### src/rtl/gon_gather_bus_if.sv
// Handshake bundle between the GON masters of one PE-array row, the gather bus and its slave.
// The master modport is the environment (PE masters plus sink); the slave modport is the gather bus.
interface gon_gather_bus_if #(
   parameter int NUMS_MASTER = 8,
   parameter int DATA_W      = 16
);
   logic [NUMS_MASTER-1:0]        master_valid;
   logic [NUMS_MASTER*DATA_W-1:0] master_data;
   logic [NUMS_MASTER-1:0]        master_ready;
   logic                          slave_valid;
   logic [DATA_W-1:0]             slave_data;
   logic                          slave_ready;

   modport master (
      output master_valid, master_data, slave_ready,
      input  master_ready, slave_valid, slave_data
   );

   modport slave (
      input  master_valid, master_data, slave_ready,
      output master_ready, slave_valid, slave_data
   );
endinterface

### src/rtl/gon_gather_bus.sv
// N-to-1 GON gather bus: tag-matched masters arbitrate (fixed or round-robin) for one slave port,
// with scan-loaded per-master IDs and an optional one-entry output register.
module gon_gather_bus #(
   parameter int NUMS_MASTER = 8,
   parameter int ID_SIZE     = 4,
   parameter int DATA_W      = 16,
   parameter int ARB_MODE    = 0,
   parameter int OUT_REG     = 1
) (
   input  logic               clk,
   input  logic               rst,
   input  logic [ID_SIZE-1:0] tag,
   input  logic               set_id,
   input  logic [ID_SIZE-1:0] ID_scan_in,
   output logic [ID_SIZE-1:0] ID_scan_out,
   gon_gather_bus_if.slave    bus
);
   localparam int PTR_W = (NUMS_MASTER > 1) ? $clog2(NUMS_MASTER) : 1;

   logic [ID_SIZE-1:0]     id_q [NUMS_MASTER];
   logic [ID_SIZE-1:0]     id_d [NUMS_MASTER];
   logic [PTR_W-1:0]       ptr_q, ptr_d;
   logic                   full_q, full_d;
   logic [DATA_W-1:0]      data_q, data_d;

   logic [NUMS_MASTER-1:0] match, req, grant, ready;
   logic [PTR_W-1:0]       grant_idx;
   logic [DATA_W-1:0]      grant_data;
   logic                   found, accept, push;
   int                     idx;

   // Requests are suppressed entirely while the ID chain is being scanned.
   always_comb begin
      match = '0;
      for (int i = 0; i < NUMS_MASTER; i++) match[i] = (id_q[i] == tag);
      req = bus.master_valid & match & {NUMS_MASTER{!set_id}};
   end

   always_comb begin
      grant      = '0;
      grant_idx  = '0;
      grant_data = '0;
      found      = 1'b0;
      idx        = 0;
      for (int k = 0; k < NUMS_MASTER; k++) begin
         idx = (ARB_MODE == 0) ? k : (int'(ptr_q) + k) % NUMS_MASTER;
         if (!found && req[idx]) begin
            found      = 1'b1;
            grant[idx] = 1'b1;
            grant_idx  = PTR_W'(idx);
         end
      end
      for (int i = 0; i < NUMS_MASTER; i++)
         if (grant[i]) grant_data = bus.master_data[i*DATA_W +: DATA_W];
   end

   assign accept = (OUT_REG != 0) ? (!full_q || bus.slave_ready) : bus.slave_ready;
   assign push   = found && accept;

   // Unmatched masters are always ready so their beats are silently dropped.
   always_comb begin
      ready = '0;
      for (int i = 0; i < NUMS_MASTER; i++)
         ready[i] = !set_id && (match[i] ? (grant[i] && accept) : 1'b1);
   end

   always_comb begin
      for (int i = 0; i < NUMS_MASTER; i++) id_d[i] = id_q[i];
      if (set_id) begin
         id_d[0] = ID_scan_in;
         for (int i = 1; i < NUMS_MASTER; i++) id_d[i] = id_q[i-1];
      end
      ptr_d = ptr_q;
      if (ARB_MODE != 0 && push)
         ptr_d = (grant_idx == PTR_W'(NUMS_MASTER - 1)) ? '0 : grant_idx + PTR_W'(1);
      full_d = 1'b0;
      data_d = data_q;
      if (OUT_REG != 0) begin
         full_d = push || (full_q && !bus.slave_ready);
         if (push) data_d = grant_data;
      end
   end

   // NOTE: the ID chain is only a few flops and must read zero after reset, so it is reset with the rest.
   always_ff @(posedge clk or negedge rst) begin
      if (!rst) begin
         for (int i = 0; i < NUMS_MASTER; i++) id_q[i] <= '0;
         ptr_q  <= '0;
         full_q <= 1'b0;
         data_q <= '0;
      end else begin
         // NOTE: non-blocking updates so every flop samples pre-edge values (the scan shift depends on it).
         id_q   <= id_d;
         ptr_q  <= ptr_d;
         full_q <= full_d;
         data_q <= data_d;
      end
   end

   assign bus.master_ready = ready;
   assign bus.slave_valid  = (OUT_REG != 0) ? full_q : (|req);
   assign bus.slave_data   = (OUT_REG != 0) ? data_q : grant_data;
   assign ID_scan_out      = id_q[NUMS_MASTER-1];
endmodule

### src/flat_wrapper.sv
// flat-port wrapper written by rule: the top's interface ports become plain ports
module gon_gather_bus_flat 
#(
   parameter int NUMS_MASTER = 8,
   parameter int ID_SIZE     = 4,
   parameter int DATA_W      = 16,
   parameter int ARB_MODE    = 0,
   parameter int OUT_REG     = 1
)
  (clk, rst, tag, set_id, ID_scan_in, ID_scan_out, bus_master_valid, bus_master_data, bus_slave_ready, bus_master_ready, bus_slave_valid, bus_slave_data);
  gon_gather_bus_if #(.NUMS_MASTER(NUMS_MASTER), .DATA_W(DATA_W)) bus_i ();
  input  logic clk;
  input  logic rst;
  input  logic [ID_SIZE-1:0] tag;
  input  logic set_id;
  input  logic [ID_SIZE-1:0] ID_scan_in;
  output logic [ID_SIZE-1:0] ID_scan_out;
  input wire logic [$bits(bus_i.master_valid)-1:0] bus_master_valid;
  input wire logic [$bits(bus_i.master_data)-1:0] bus_master_data;
  input wire logic [$bits(bus_i.slave_ready)-1:0] bus_slave_ready;
  output wire logic [$bits(bus_i.master_ready)-1:0] bus_master_ready;
  output wire logic [$bits(bus_i.slave_valid)-1:0] bus_slave_valid;
  output wire logic [$bits(bus_i.slave_data)-1:0] bus_slave_data;
  assign bus_i.master_valid = bus_master_valid;
  assign bus_i.master_data = bus_master_data;
  assign bus_i.slave_ready = bus_slave_ready;
  assign bus_master_ready = bus_i.master_ready;
  assign bus_slave_valid = bus_i.slave_valid;
  assign bus_slave_data = bus_i.slave_data;
  gon_gather_bus #(.NUMS_MASTER(NUMS_MASTER), .ID_SIZE(ID_SIZE), .DATA_W(DATA_W), .ARB_MODE(ARB_MODE), .OUT_REG(OUT_REG)) u_core (.clk(clk), .rst(rst), .tag(tag), .set_id(set_id), .ID_scan_in(ID_scan_in), .ID_scan_out(ID_scan_out), .bus(bus_i));
endmodule
### config.mk
export PLATFORM = sky130hd
export DESIGN_NAME = gon_gather_bus_flat
export DESIGN_NICKNAME = d
export VERILOG_FILES = /design/src/rtl/gon_gather_bus_if.sv /design/src/rtl/gon_gather_bus.sv /design/src/flat_wrapper.sv
export SDC_FILE = /design/constraint.sdc
export NUM_CORES = 1
export LEC_CHECK = 0
export BUFFER_PORTS_ARGS = -buffer_cell sky130_fd_sc_hd__buf_2
export CAP_MARGIN = 10
export CELL_PAD_IN_SITES_DETAIL_PLACEMENT = 1
export CELL_PAD_IN_SITES_GLOBAL_PLACEMENT = 1
export CORE_MARGIN = 3
export CORE_UTILIZATION = 34
export CTS_BUF_LIST = sky130_fd_sc_hd__clkbuf_8
export CTS_CLUSTER_SIZE = 14
export DETAILED_ROUTE_END_ITERATION = 10
export GPL_TIMING_DRIVEN = 0
export HOLD_SLACK_MARGIN = 0.08
export PLACE_DENSITY = 0.86
export REMOVE_ABC_BUFFERS = 1
export SYNTH_ARGS = -nofsm -noshare
export SYNTH_HDL_FRONTEND = slang
export SYNTH_SLANG_ARGS = --single-unit
### constraint.sdc
create_clock -name clk -period 2.9 [get_ports clk]
set_input_delay 0.58 -clock clk [delete_from_list [all_inputs] [get_ports clk]]
set_output_delay 0.58 -clock clk [all_outputs]
set_load 0.05 [all_outputs]
* Word-level counts from Yosys, hierarchy flattened
Cells that the tools add are included.
** Operators by class
- Eq/ne operators :: 8
- Mux-type cells :: 31
- Bitwise logic cells :: 2
- Reduce and logical (&&, ||, !) cells :: 37
** Operators with widths (number)
- $mux 16 :: 8
- $eq 4x4->1 :: 8
- $logic_and 1x1->1 :: 25
- $mux 1 :: 23
- $and 8x8->8 :: 2
- $logic_not 1->1 :: 10
- $logic_or 1x1->1 :: 2
** Word-level totals
- Flip-flop bits (word level) :: 49
- Input bits :: 148
- Output and inout port bits :: 29
- Logic and storage cells :: 88

* Depth between registers and ports, before layout
Gate-level depths: netlist (run 1).
- Word-level depth :: 28
- Mapped depth :: 11
- Gate-level depth less buffers :: 7

* Least setup slack after synthesis (run 1)
Ideal clock, no wire load.
- Path kind :: input -> output
- Start point :: input port tag[1]
- End point :: output port bus_master_ready[7]
- Arrival time :: 2787 ps
- Required time :: 2320 ps
- Path slack :: -467 ps
- Cell stages on the path :: 8
- Path buffers :: 2
- Cell sequence :: buf_6 > xor2_1 > nor4_1 > o2111ai_1 > nor4_4 > clkbuf_2 > nand2_1 > a21oi_1
** Between the ends
- Word-level cells in the longest chain between the ends :: 28
- Elaborated cells between the ends (all ways) :: 35
- Those cells by class :: 8 x eq/ne; 9 x mux; 2 x bitwise; 16 x reduce/logical
** Ends and longest elaborated chain
- from (decl) :: RTL line flat_wrapper.sv:14 : input logic [ID_SIZE-1:0] tag;
- $eq 4x4->1 :: RTL line gon_gather_bus.sv:35 : for (int i = 0; i < NUMS_MASTER; i++) match[i] = (id_q[i] == tag);
- $and 8x8->8 (2 in series) :: RTL line gon_gather_bus.sv:36 : req = bus.master_valid & match & {NUMS_MASTER{!set_id}};
- $mux 1 :: RTL line gon_gather_bus.sv:47 : if (!found && req[idx]) begin
- $logic_not 1->1 :: RTL line gon_gather_bus.sv:47
- $logic_and 1x1->1 :: RTL line gon_gather_bus.sv:47
- $mux 1 :: RTL line gon_gather_bus.sv:47
- $logic_not 1->1 :: RTL line gon_gather_bus.sv:47
- $logic_and 1x1->1 :: RTL line gon_gather_bus.sv:47
- [... 11 more ...]
- $logic_and 1x1->1 :: RTL line gon_gather_bus.sv:47
- $mux 1 :: RTL line gon_gather_bus.sv:47
- $logic_not 1->1 :: RTL line gon_gather_bus.sv:47
- $logic_and 1x1->1 :: RTL line gon_gather_bus.sv:47
- $mux 1 :: RTL line gon_gather_bus.sv:47
- $logic_and 1x1->1 :: RTL line gon_gather_bus.sv:64 : ready[i] = !set_id && (match[i] ? (grant[i] && accept) : 1'b1);
- $mux 1 (*) :: RTL line gon_gather_bus.sv:64
- $logic_and 1x1->1 (*) :: RTL line gon_gather_bus.sv:64
- to (decl) :: RTL line flat_wrapper.sv:21 : output wire logic [$bits(bus_i.master_ready)-1:0] bus_master_ready;
Every way passes the cells marked *; elsewhere a longest branch is shown, timed or not.

* Final worst setup path (run 1)
- Start point :: input port tag[3]
- End point :: output port bus_master_ready[4]
** Between the ends
- Word-level cells in the longest chain between the ends :: 19
- Elaborated cells between the ends (all ways) :: 23
- Those cells by class :: 5 x eq/ne; 6 x mux; 2 x bitwise; 10 x reduce/logical
** Ends and longest elaborated chain (RTL line)
- $eq 4x4->1 :: gon_gather_bus.sv:35
- $and 8x8->8 (2 in series) :: gon_gather_bus.sv:36
- $mux 1 :: gon_gather_bus.sv:47
- $logic_not 1->1 :: gon_gather_bus.sv:47
- $logic_and 1x1->1 :: gon_gather_bus.sv:47
- $mux 1 :: gon_gather_bus.sv:47
- $logic_not 1->1 :: gon_gather_bus.sv:47
- $logic_and 1x1->1 :: gon_gather_bus.sv:47
- [... 2 more ...]
- $logic_and 1x1->1 :: gon_gather_bus.sv:47
- $mux 1 :: gon_gather_bus.sv:47
- $logic_not 1->1 :: gon_gather_bus.sv:47
- $logic_and 1x1->1 :: gon_gather_bus.sv:47
- $mux 1 :: gon_gather_bus.sv:47
- $logic_and 1x1->1 :: gon_gather_bus.sv:64
- $mux 1 (*) :: gon_gather_bus.sv:64
- $logic_and 1x1->1 (*) :: gon_gather_bus.sv:64
Marked as above.

==> out/summary.txt, run 1 <==
Run status -> finished, violations left
Violated checks -> setup timing
Number of iterations in the first detailed-routing pass -> 4
Worst clock skew -> 0.00832 ns
Flip-flop cell with the highest count after synthesis -> dfrtp_1
Number of nets still failing antenna checks after routing -> 0
Largest stage delay on the critical path -> 0.42 ns
Crit Reg-Reg Endpoint -> u_core.bus.slave_data[2]
Sum of overflow across all layers after global routing -> 0
Worst relative slew slack -> 24.1%
Final Cell Area -> 4900 µm²
Deepest clock path buffer count -> 2
GRT Resource Usage Total -> 22.1%
Final count of negative-setup-slack endpoints -> 1
DRC violations left -> 0
Critical-path cell list -> clkbuf_4 > xnor2_1 > nand4_2 > nor2_1 > or2_1 > nor2_4 > nand2_1 > a21oi_2 > buf_4
Fin. max-slew vios -> 0
Y dimension of the die -> 108 µm
Die Span X -> 108 µm
Top library cells by usage in the layout, fill and taps aside -> 167 x buf_2, 49 x dfrtp_1, 32 x mux2_2, 30 x nand2_1, 26 x nor2_1
Synthesized netlist cell count -> 375
Worst-path fanout max -> 8
Worst reg2reg path startpoint -> u_core.id_q[28]
Crit path max-delay family -> simple AND/OR/NAND/NOR gates
Crit path DAT -> 2.43 ns
Setup TNS -> -0.113 ns
Static leakage -> 2.21 nW
Root Buffer -> clkbuf_8
Hold buffer count at CTS -> 0
Synth async-reset ratio -> 100%
End point of the critical path -> bus_master_ready[4]
Number of rows in the core area -> 36
Clock network latency to the later pin of the worst-skew pair -> 0.31 ns
Main area contributors after synthesis -> dfrtp_1 34%, mux2_2 10%, xnor2_1 5.9%
Minimum period implied by the final worst setup slack -> 3.01 ns
Vias per Instance -> 5.36
Layout Utilization -> 49.0%
Port-buffer cells -> 176
Average detailed-routed wire length per instance -> 21.2 µm
Non-filler instance count after layout -> 674
Layout overhead on the synthesized area -> 37.4%
Share of synthesized area occupied by flip-flops and latches -> 34.4%
CTS tree -> yes
Worst-case reg-to-reg path depth -> 8
Cell with the largest stage delay on the worst path -> nor2_1
Maximum VDD drop -> 0.000385 V
Share of cells above drive strength 1 -> 50.3%
Count of clock tree sinks -> 49
# H-tree levels -> 2
Final Hold Violating Endpoints -> 0
Crit. path cell count -> 9
Register clock-pin slew on the reported worst setup and hold paths -> 0.10 ns
# IOs -> 177
Worst-case setup margin in the final layout -> -0.113 ns
Number of maximum-capacitance violations -> 0
First-pass GRT wire length -> 19.9 mm
Critical Path Sink Type -> output pin
Count of flip-flops with a built-in enable after synthesis -> 0
Flop and latch count out of synthesis -> 49
Antenna fix cells -> 0
Final total power -> 3.07 mW
Slew @ Worst Pin -> 1.14 ns
Die Footprint -> 11,700 µm²
Synthesized area -> 3560 µm²
Part of the cycle the worst path needs -> 104%
Unique masters post-synth -> 46
Setup crit start kind -> input port
Required @ worst endpoint -> 2.32 ns
Number of global-route vias before repair -> 3,737
Starting DRC count in detailed routing -> 233
Core outline area -> 10000 µm²
Gp weighted congestion -> 0.827
Initial antenna violation count -> 0
Starting density of the core -> 35.6%
Post-Place Cell Area -> 4410 µm²
Number of buffers created by CTS -> 5
WL final -> 14.3 mm
Cell count after placement -> 652
Ys Warns -> 0
RSZ-0062 raised after global routing -> true
Maximum number of pins on one net before global-route repair -> 50
Most frequent standard cell in the layout excluding fill and tap cells -> buf_2
Total power divided by cell area -> 627 nW/µm²
Number of nets in the final layout -> 688
Worst Path Class, Setup -> in -> out
Cell accounting for the most synthesized area -> dfrtp_1
Share of Yosys cell area claimed by the top area cell type -> 34.4%
Worst min-delay path category -> in -> async
Fmax -> 332 MHz
Estimated wirelength of the detail-placed design -> 10.7 mm
Register-to-register setup slack -> 0.12 ns
Routed via count -> 3,615
Mean instance size in the synthesized netlist -> 9.50 µm²
Timing startpoint of the critical path -> tag[3]
CP Buf/Inv Count -> 2
layout make-up:
type                            instances  area [µm²]
Sequential cell                        49        1230
Fill cell                            1231        5100
Clock inverter                          3        50.0
Timing Repair Buffer                  190        1050
Inverter                                4        18.8
Multi-Input combinational cell        290        2320
Clock buffer                            5        68.8
Tap cell                              133         166
synth_stat cells (all sizes together), types with 3 or more instances:
library cell  number
mux2i             13
dfrtp             49
nand4              9
a31oi             21
buf               17
nor4               4
nor2              30
and3              14
xnor2             24
a21oi              8
mux2              32
clkbuf            15
o31ai             13
inv                4
a2111oi           13
nand2             32
a222oi             3
nand3             17
and2              13
xor2               8
o22ai             18
metal layers:
layer	vias up	part of all wire (%)	track usage [%]
li1	1719	-	-
met1	1760	42	29.3
met2	122	52	37.9
met3	14	4.7	2.87
met4	0	1.3	6.13
met5	-	0	0
flip-flops by register name (all words and copies together), names as in the netlist:
name and flops:
u_core.id_q 28, u_core.bus.slave_data 16, u_core.ID_scan_out 4, u_core.bus.slave_valid 1
kinds of logic (layout without fill, tap and decap cells):
family / Yosys count / in the layout / share of synthesized area [%]
and+or+nand+nor: 129 / 129 / 19.3
AOI/OAI and AO/OA: 84 / 84 / 18.5
DFF: 49 / 49 / 34.4
muxes: 45 / 45 / 13.8
buffers and inverters: 36 / 202 / 6.18
xor gates and xnor gates: 32 / 32 / 7.87
through the flow:
stage,hold slack (ns),setup WS [ns]
after floorplan,0.284,-0.430
after global placement,0.475,-1.31
after detailed placement,0.488,-1.38
after CTS,0.484,-0.129
after global routing,0.480,-0.205
final,0.473,-0.113
how the worst min path moves through the flow:
stage,start,endpoint,slack (ns),cells after the start
2_1_floorplan,rst,u_core.ID_scan_out[0],0.28,0
3_3_place_gp,u_core.bus.slave_data[12],u_core.bus.slave_data[12],0.47,2
3_5_place_dp,u_core.bus.slave_data[7],u_core.bus.slave_data[7],0.49,2
4_1_cts,ID_scan_in[2],u_core.id_q[30],0.48,2
5_1_grt,ID_scan_in[2],u_core.id_q[30],0.48,2
6_report,rst,u_core.id_q[31],0.47,1
report_power, final:
group          switching [mW]  internal [mW]
sequential              0.170          0.881
clock                   0.260          0.265
combinational           0.941          0.556
repair_timing:
action / CTS / global route
pin swaps: 5 / 5
buffers inserted: 8 / 5
gates resized for setup: 23 / 28
setup endpoints to repair: 23 / 19
gates cloned: 0 / 1
No activity file was read; power rests on OpenSTA's default activity.
==> run 2: changes to the inputs <==
--- a/config.mk
+++ b/config.mk
@@ -5,18 +5,20 @@
 export SDC_FILE = /design/constraint.sdc
 export NUM_CORES = 1
 export LEC_CHECK = 0
-export BUFFER_PORTS_ARGS = -buffer_cell sky130_fd_sc_hd__buf_2
+export ABC_AREA = 1
+export BUFFER_PORTS_ARGS = -buffer_cell sky130_fd_sc_hd__buf_4
 export CAP_MARGIN = 10
 export CELL_PAD_IN_SITES_DETAIL_PLACEMENT = 1
 export CELL_PAD_IN_SITES_GLOBAL_PLACEMENT = 1
+export CORE_ASPECT_RATIO = 1.75
 export CORE_MARGIN = 3
-export CORE_UTILIZATION = 34
+export CORE_UTILIZATION = 33
 export CTS_BUF_LIST = sky130_fd_sc_hd__clkbuf_8
 export CTS_CLUSTER_SIZE = 14
 export DETAILED_ROUTE_END_ITERATION = 10
 export GPL_TIMING_DRIVEN = 0
 export HOLD_SLACK_MARGIN = 0.08
-export PLACE_DENSITY = 0.86
+export PLACE_DENSITY = 0.88
 export REMOVE_ABC_BUFFERS = 1
 export SYNTH_ARGS = -nofsm -noshare
 export SYNTH_HDL_FRONTEND = slang
==> out/summary.txt, run 2 <==
Port-buffer cells -> 176
Number of global-route vias before repair -> 5,149
Number of buffers created by CTS -> 5
Mux contribution to synthesized area -> 0%
Core outline area -> 11,600 µm²
Synthesized netlist cell count -> 610
Share of Yosys cell area claimed by the top area cell type -> 31.3%
Simple-gate portion of the synthesized area -> 45.0%
Fin. max-slew vios -> 0
Worst relative slew slack -> 41.1%
Violated checks -> setup timing
Starting DRC count in detailed routing -> 164
Fraction of the mapped netlist area in adder cells -> 0%
DRC violations left -> 0
Number of nets still failing antenna checks after routing -> 0
Number of iterations in the first detailed-routing pass -> 4
Count of clock tree sinks -> 49
Worst min-delay path category -> in -> async
Share of synthesized area occupied by flip-flops and latches -> 31.3%
Final total power -> 2.59 mW
Main area contributors after synthesis -> dfrtp_1 31%, nand2_1 17%, nor2_1 9.6%
Number of nets in the final layout -> 927
Most frequent standard cell in the layout excluding fill and tap cells -> buf_4
Share of cells above drive strength 1 -> 32.0%
Ys Warns -> 0
Fmax -> 343 MHz
Required @ worst endpoint -> 2.32 ns
Die Span X -> 88.3 µm
Antenna fix cells -> 0
Maximum VDD drop -> 0.000276 V
Unique masters post-synth -> 31
GRT Resource Usage Total -> 25.2%
Initial antenna violation count -> 0
Vias per Instance -> 5.29
Top library cells by usage in the layout, fill and taps aside -> 191 x buf_4, 175 x nand2_1, 99 x nor2_1, 68 x nand3_1, 59 x inv_1
Maximum number of pins on one net before global-route repair -> 50
Crit path DAT -> 2.34 ns
CTS tree -> yes
Number of flip-flops in the largest register -> 28
Count of flip-flops with a built-in enable after synthesis -> 0
Final count of negative-setup-slack endpoints -> 2
Worst-path fanout max -> 9
Y dimension of the die -> 150 µm
Routed via count -> 4,832
Layout Utilization -> 47.5%
Slew @ Worst Pin -> 0.883 ns
Critical Path Sink Type -> output pin
Dominant combinational cell family by area after synthesis -> simple AND/OR/NAND/NOR gates
# IOs -> 177
Mean instance size in the synthesized netlist -> 6.41 µm²
Starting density of the core -> 33.8%
Static leakage -> 3.08 nW
Xor/xnor share of the synthesized area -> 4.25%
# H-tree levels -> 2
Number of rows in the core area -> 52
Cell accounting for the most synthesized area -> dfrtp_1
Most flop-heavy register -> u_core.id_q
Fraction of the mapped netlist area in compound gates -> 6.91%
Average detailed-routed wire length per instance -> 19.8 µm
Flip-flop cell with the highest count after synthesis -> dfrtp_1
Worst-case setup margin in the final layout -> -0.0152 ns
WL final -> 18.1 mm
First-pass GRT wire length -> 25.4 mm
Gp weighted congestion -> 0.893
Total power divided by cell area -> 471 nW/µm²
Worst Path Class, Setup -> in -> out
Cell types with the highest counts after synthesis -> 175 x nand2_1, 100 x nor2_1, 70 x nand3_1
Synthesized area -> 3910 µm²
Run status -> finished, violations left
Deepest clock path buffer count -> 2
Layout overhead on the synthesized area -> 40.5%
Worst clock skew -> 0.0202 ns
Final Hold Violating Endpoints -> 0
Root Buffer -> clkbuf_8
Minimum period implied by the final worst setup slack -> 2.92 ns
Synth async-reset ratio -> 100%
Part of the cycle the worst path needs -> 101%
Die Footprint -> 13,300 µm²
Estimated wirelength of the detail-placed design -> 12.2 mm
Number of maximum-capacitance violations -> 0
Clock network latency to the later pin of the worst-skew pair -> 0.33 ns
Register clock-pin slew on the reported worst setup and hold paths -> 0.10 ns
Most instantiated library cell after synthesis -> nand2_1
Setup crit start kind -> input port
Sum of overflow across all layers after global routing -> 0
Flop and latch count out of synthesis -> 49
==> run 2: worst max-delay path, cell delays in order <==
cell and delay [ns]:
buf_4 0.17, inv_2 0.11, nand2_1 0.07, nand2_1 0.08, nor2_1 0.07, nand3b_1 0.19
nand3_4 0.17, nor2_4 0.17, nand4_1 0.14, nor2_4 0.16, a21oi_1 0.08, nor2_1 0.15
buf_6 0.18
==> run 2: where the power goes <==
group	internal, mW	total [mW]	switching [mW]
Sequential	0.807	0.901	0.0940
Clock	0.252	0.524	0.272
Combinational	0.412	1.17	0.753
Total	1.47	2.59	1.12
==> run 2: logic make-up after synthesis <==
logic type | count (synthesis)
AO/OA/AOI/OAI | 52
XOR/XNOR | 19
flip-flops | 49
AND/OR/NAND/NOR | 390
buffers and inverters | 100
==> run 2: final timing paths <==
kind,cells past startpoint,startpoint,slack [ns],to
worst max register to register,14,u_core.id_q[25],0.24,u_core.bus.slave_data[5]
min in group clk,3,ID_scan_in[1],0.45,u_core.id_q[29]
worst min-delay path,1,rst,0.27,u_core.bus.slave_data[13]
worst max-delay path,13,tag[0],-0.02,bus_master_ready[7]
max in group asynchronous,1,rst,2.14,u_core.id_q[18]
worst min register to register,2,u_core.bus.slave_data[0],0.49,u_core.bus.slave_data[0]
==> run 2: layout make-up <==
cell class / instances / area [µm²]
sequential: 49 / 1230
fill: 1534 / 6080
inverter: 67 / 267
clock inverter: 2 / 35.0
multi-input combinational: 462 / 2240
timing repair buffer: 194 / 1500
clock buffer: 5 / 68.8
tap: 135 / 169
==> run 2: stage by stage <==
step                std cells  TNS [ns]  area (µm²)  setup slack (ns)  hold WS, ns
floorplan                 577     -1.01        3670            -0.591        0.284
global placement          888    -23.81        5160             -1.75        0.463
detailed placement        888    -26.74        5160             -1.89        0.469
CTS                       907         0        5410           0.00508        0.304
global route              914    -0.262        5500           -0.0944        0.317
finish                    914   -0.0217        5500           -0.0152        0.273
==> run 2: routing by layer <==
layer,share of wire [%],track usage [%],vias up
met5,0,0,-
met4,4.1,12.1,0
met3,5.8,3.20,49
met2,55,47.8,207
met1,35,26.4,2343
li1,-,-,2233
==> run 2: repair_timing <==
action                                  in CTS  in global routing
setup buffers                               11                  6
hold buffers                                 0                  0
pin swaps                                    8                  1
resized for setup                           12                  8
gates cloned                                 1                  1
endpoints found under the setup margin      24                  6
==> run 3: changes to the inputs <==
--- a/config.mk
+++ b/config.mk
@@ -19,6 +19,7 @@
 export GPL_TIMING_DRIVEN = 0
 export HOLD_SLACK_MARGIN = 0.08
 export PLACE_DENSITY = 0.88
+export RECOVER_POWER = 25
 export REMOVE_ABC_BUFFERS = 1
 export SYNTH_ARGS = -nofsm -noshare
 export SYNTH_HDL_FRONTEND = slang
==> out/summary.txt, run 3 (synthesis gave the netlist of run 2 again) <==
Run status -> finished, violations left
Violated checks -> setup timing
Sum of overflow across all layers after global routing -> 0
Total power divided by cell area -> 471 nW/µm²
DRC violations left -> 0
Combinational share of power -> 45.0%
Critical Path Sink Type -> output pin
Share of cells above drive strength 1 -> 32.0%
Root Buffer -> clkbuf_8
Number of global-route vias before repair -> 5,149
Setup TNS -> -0.0175 ns
Core outline area -> 11,600 µm²
Layout overhead on the synthesized area -> 40.5%
Slew @ Worst Pin -> 1.34 ns
Initial antenna violation count -> 0
CTS tree -> yes
Maximum VDD drop -> 0.000278 V
Final count of negative-setup-slack endpoints -> 2
Die Footprint -> 13,300 µm²
Most frequent standard cell in the layout excluding fill and tap cells -> buf_4
Estimated wirelength of the detail-placed design -> 12.2 mm
Worst Path Class, Setup -> in -> out
Static leakage -> 3.08 nW
Worst clock skew -> 0.0202 ns
Y dimension of the die -> 150 µm
Port-buffer cells -> 176
Clock network latency to the later pin of the worst-skew pair -> 0.33 ns
Crit path DAT -> 2.33 ns
Count of clock tree sinks -> 49
Register clock-pin slew on the reported worst setup and hold paths -> 0.11 ns
First-pass GRT wire length -> 25.4 mm
Antenna fix cells -> 0
Worst-case setup margin in the final layout -> -0.0133 ns
Maximum number of pins on one net before global-route repair -> 50
Vias per Instance -> 5.29
Number of rows in the core area -> 52
Number of iterations in the first detailed-routing pass -> 4
Number of flip-flops in the largest register -> 28
Switching fraction of total power -> 43.2%
Filler instances -> 1,535
Deepest clock path buffer count -> 2
Post-Place Cell Area -> 5160 µm²
Number of maximum-capacitance violations -> 0
# IOs -> 177
Power share of the sequential group -> 34.8%
Fin. max-slew vios -> 0
Setup crit start kind -> input port
Number of nets in the final layout -> 927
Cell internal pwr -> 1.47 mW
Total area of multi-input combinational cells -> 2240 µm²
Number of nets still failing antenna checks after routing -> 0
Worst-path fanout max -> 9
Area taken by flip-flops and latches -> 1230 µm²
Die Span X -> 88.3 µm
Fmax -> 343 MHz
Worst min-delay path category -> in -> reg
Top library cells by usage in the layout, fill and taps aside -> 190 x buf_4, 175 x nand2_1, 99 x nor2_1, 68 x nand3_1, 59 x inv_1
Starting density of the core -> 33.8%
# H-tree levels -> 2
Gp weighted congestion -> 0.893
Net Switching -> 1.12 mW
Minimum period implied by the final worst setup slack -> 2.91 ns
Part of the cycle the worst path needs -> 100%
Average detailed-routed wire length per instance -> 19.8 µm
Timing startpoint of the critical path -> tag[0]
Required @ worst endpoint -> 2.32 ns
Routed via count -> 4,832
Number of buffers created by CTS -> 5
Part of the total power dissipated in the clock network -> 20.2%
Starting DRC count in detailed routing -> 164
Beginning of the worst hold path -> ID_scan_in[1]
Final Hold Violating Endpoints -> 0
Worst relative slew slack -> 10.7%
Final Cell Area -> 5500 µm²
GRT Resource Usage Total -> 25.2%
Worst reg2reg path startpoint -> u_core.id_q[25]
Most flop-heavy register -> u_core.id_q
WL final -> 18.1 mm
==> run 3: per-layer routing <==
layer / wire [µm] / up-vias / global-route usage, %
met5: 0 / - / 0
met3: 1030 / 49 / 3.20
li1: - / 2234 / -
met1: 6320 / 2343 / 26.4
met2: 9980 / 206 / 47.8
met4: 740 / 0 / 12.1
==> run 3: metrics by stage <==
stage	worst slack [ns]	util, %	std cells	hold WS [ns]	power (mW)
floorplan	-0.591	-	577	0.284	1.54
global placement	-1.75	44.6	888	0.463	1.98
detailed placement	-1.89	44.6	888	0.469	2.02
CTS	0.00508	46.7	907	0.304	2.56
global route	-0.0944	47.5	914	0.481	2.72
finish	-0.0133	47.5	914	0.453	2.59
==> run 3: path summary, 6_finish.rpt <==
check                                             to  slack [ns]  cells past startpoint
min in group asynchronous  u_core.bus.slave_data[13]        0.53                      1
max in group asynchronous            u_core.id_q[18]        1.54                      1
hold / removal                       u_core.id_q[29]        0.45                      3
hold reg to reg             u_core.bus.slave_data[0]        0.49                      2
setup / recovery                 bus_master_ready[7]       -0.01                     13
setup reg to reg            u_core.bus.slave_data[5]        0.24                     14
==> run 3: worst max-delay path: stages <==
cell	delay, ns
buf_4	0.17
inv_2	0.11
nand2_1	0.07
nand2_1	0.08
nor2_1	0.07
nand3b_1	0.19
nand3_4	0.17
nor2_4	0.17
nand4_1	0.14
nor2_4	0.16
a21oi_1	0.08
nor2_1	0.15
buf_6	0.18
==> run 3: final cells by class <==
type	instances	area share, %
sequential	49	22.3
clock buffer	5	1.25
multi-input combinational	462	40.7
timing repair buffer	194	27.2
clock inverter	2	0.637
inverter	67	4.85
tap	135	3.07
==> run 3: power groups by stage <==
stage | clock network (mW) | registers, mW | logic (mW)
after floorplan | 0 | 1.15 | 0.388
after detailed placement | 0 | 0.910 | 1.11
after CTS | 0.529 | 0.897 | 1.14
after global placement | 0 | 0.902 | 1.08
after global routing | 0.551 | 0.918 | 1.25
final | 0.525 | 0.901 | 1.16
==> run 3: timing repair <==
action                     4_1_cts  5_1_grt
buffers inserted                11        6
hold buffers                     0        0
gates resized for setup         12        8
setup endpoints to repair       24        6
cloned                           1        1
pin swaps                        8        1
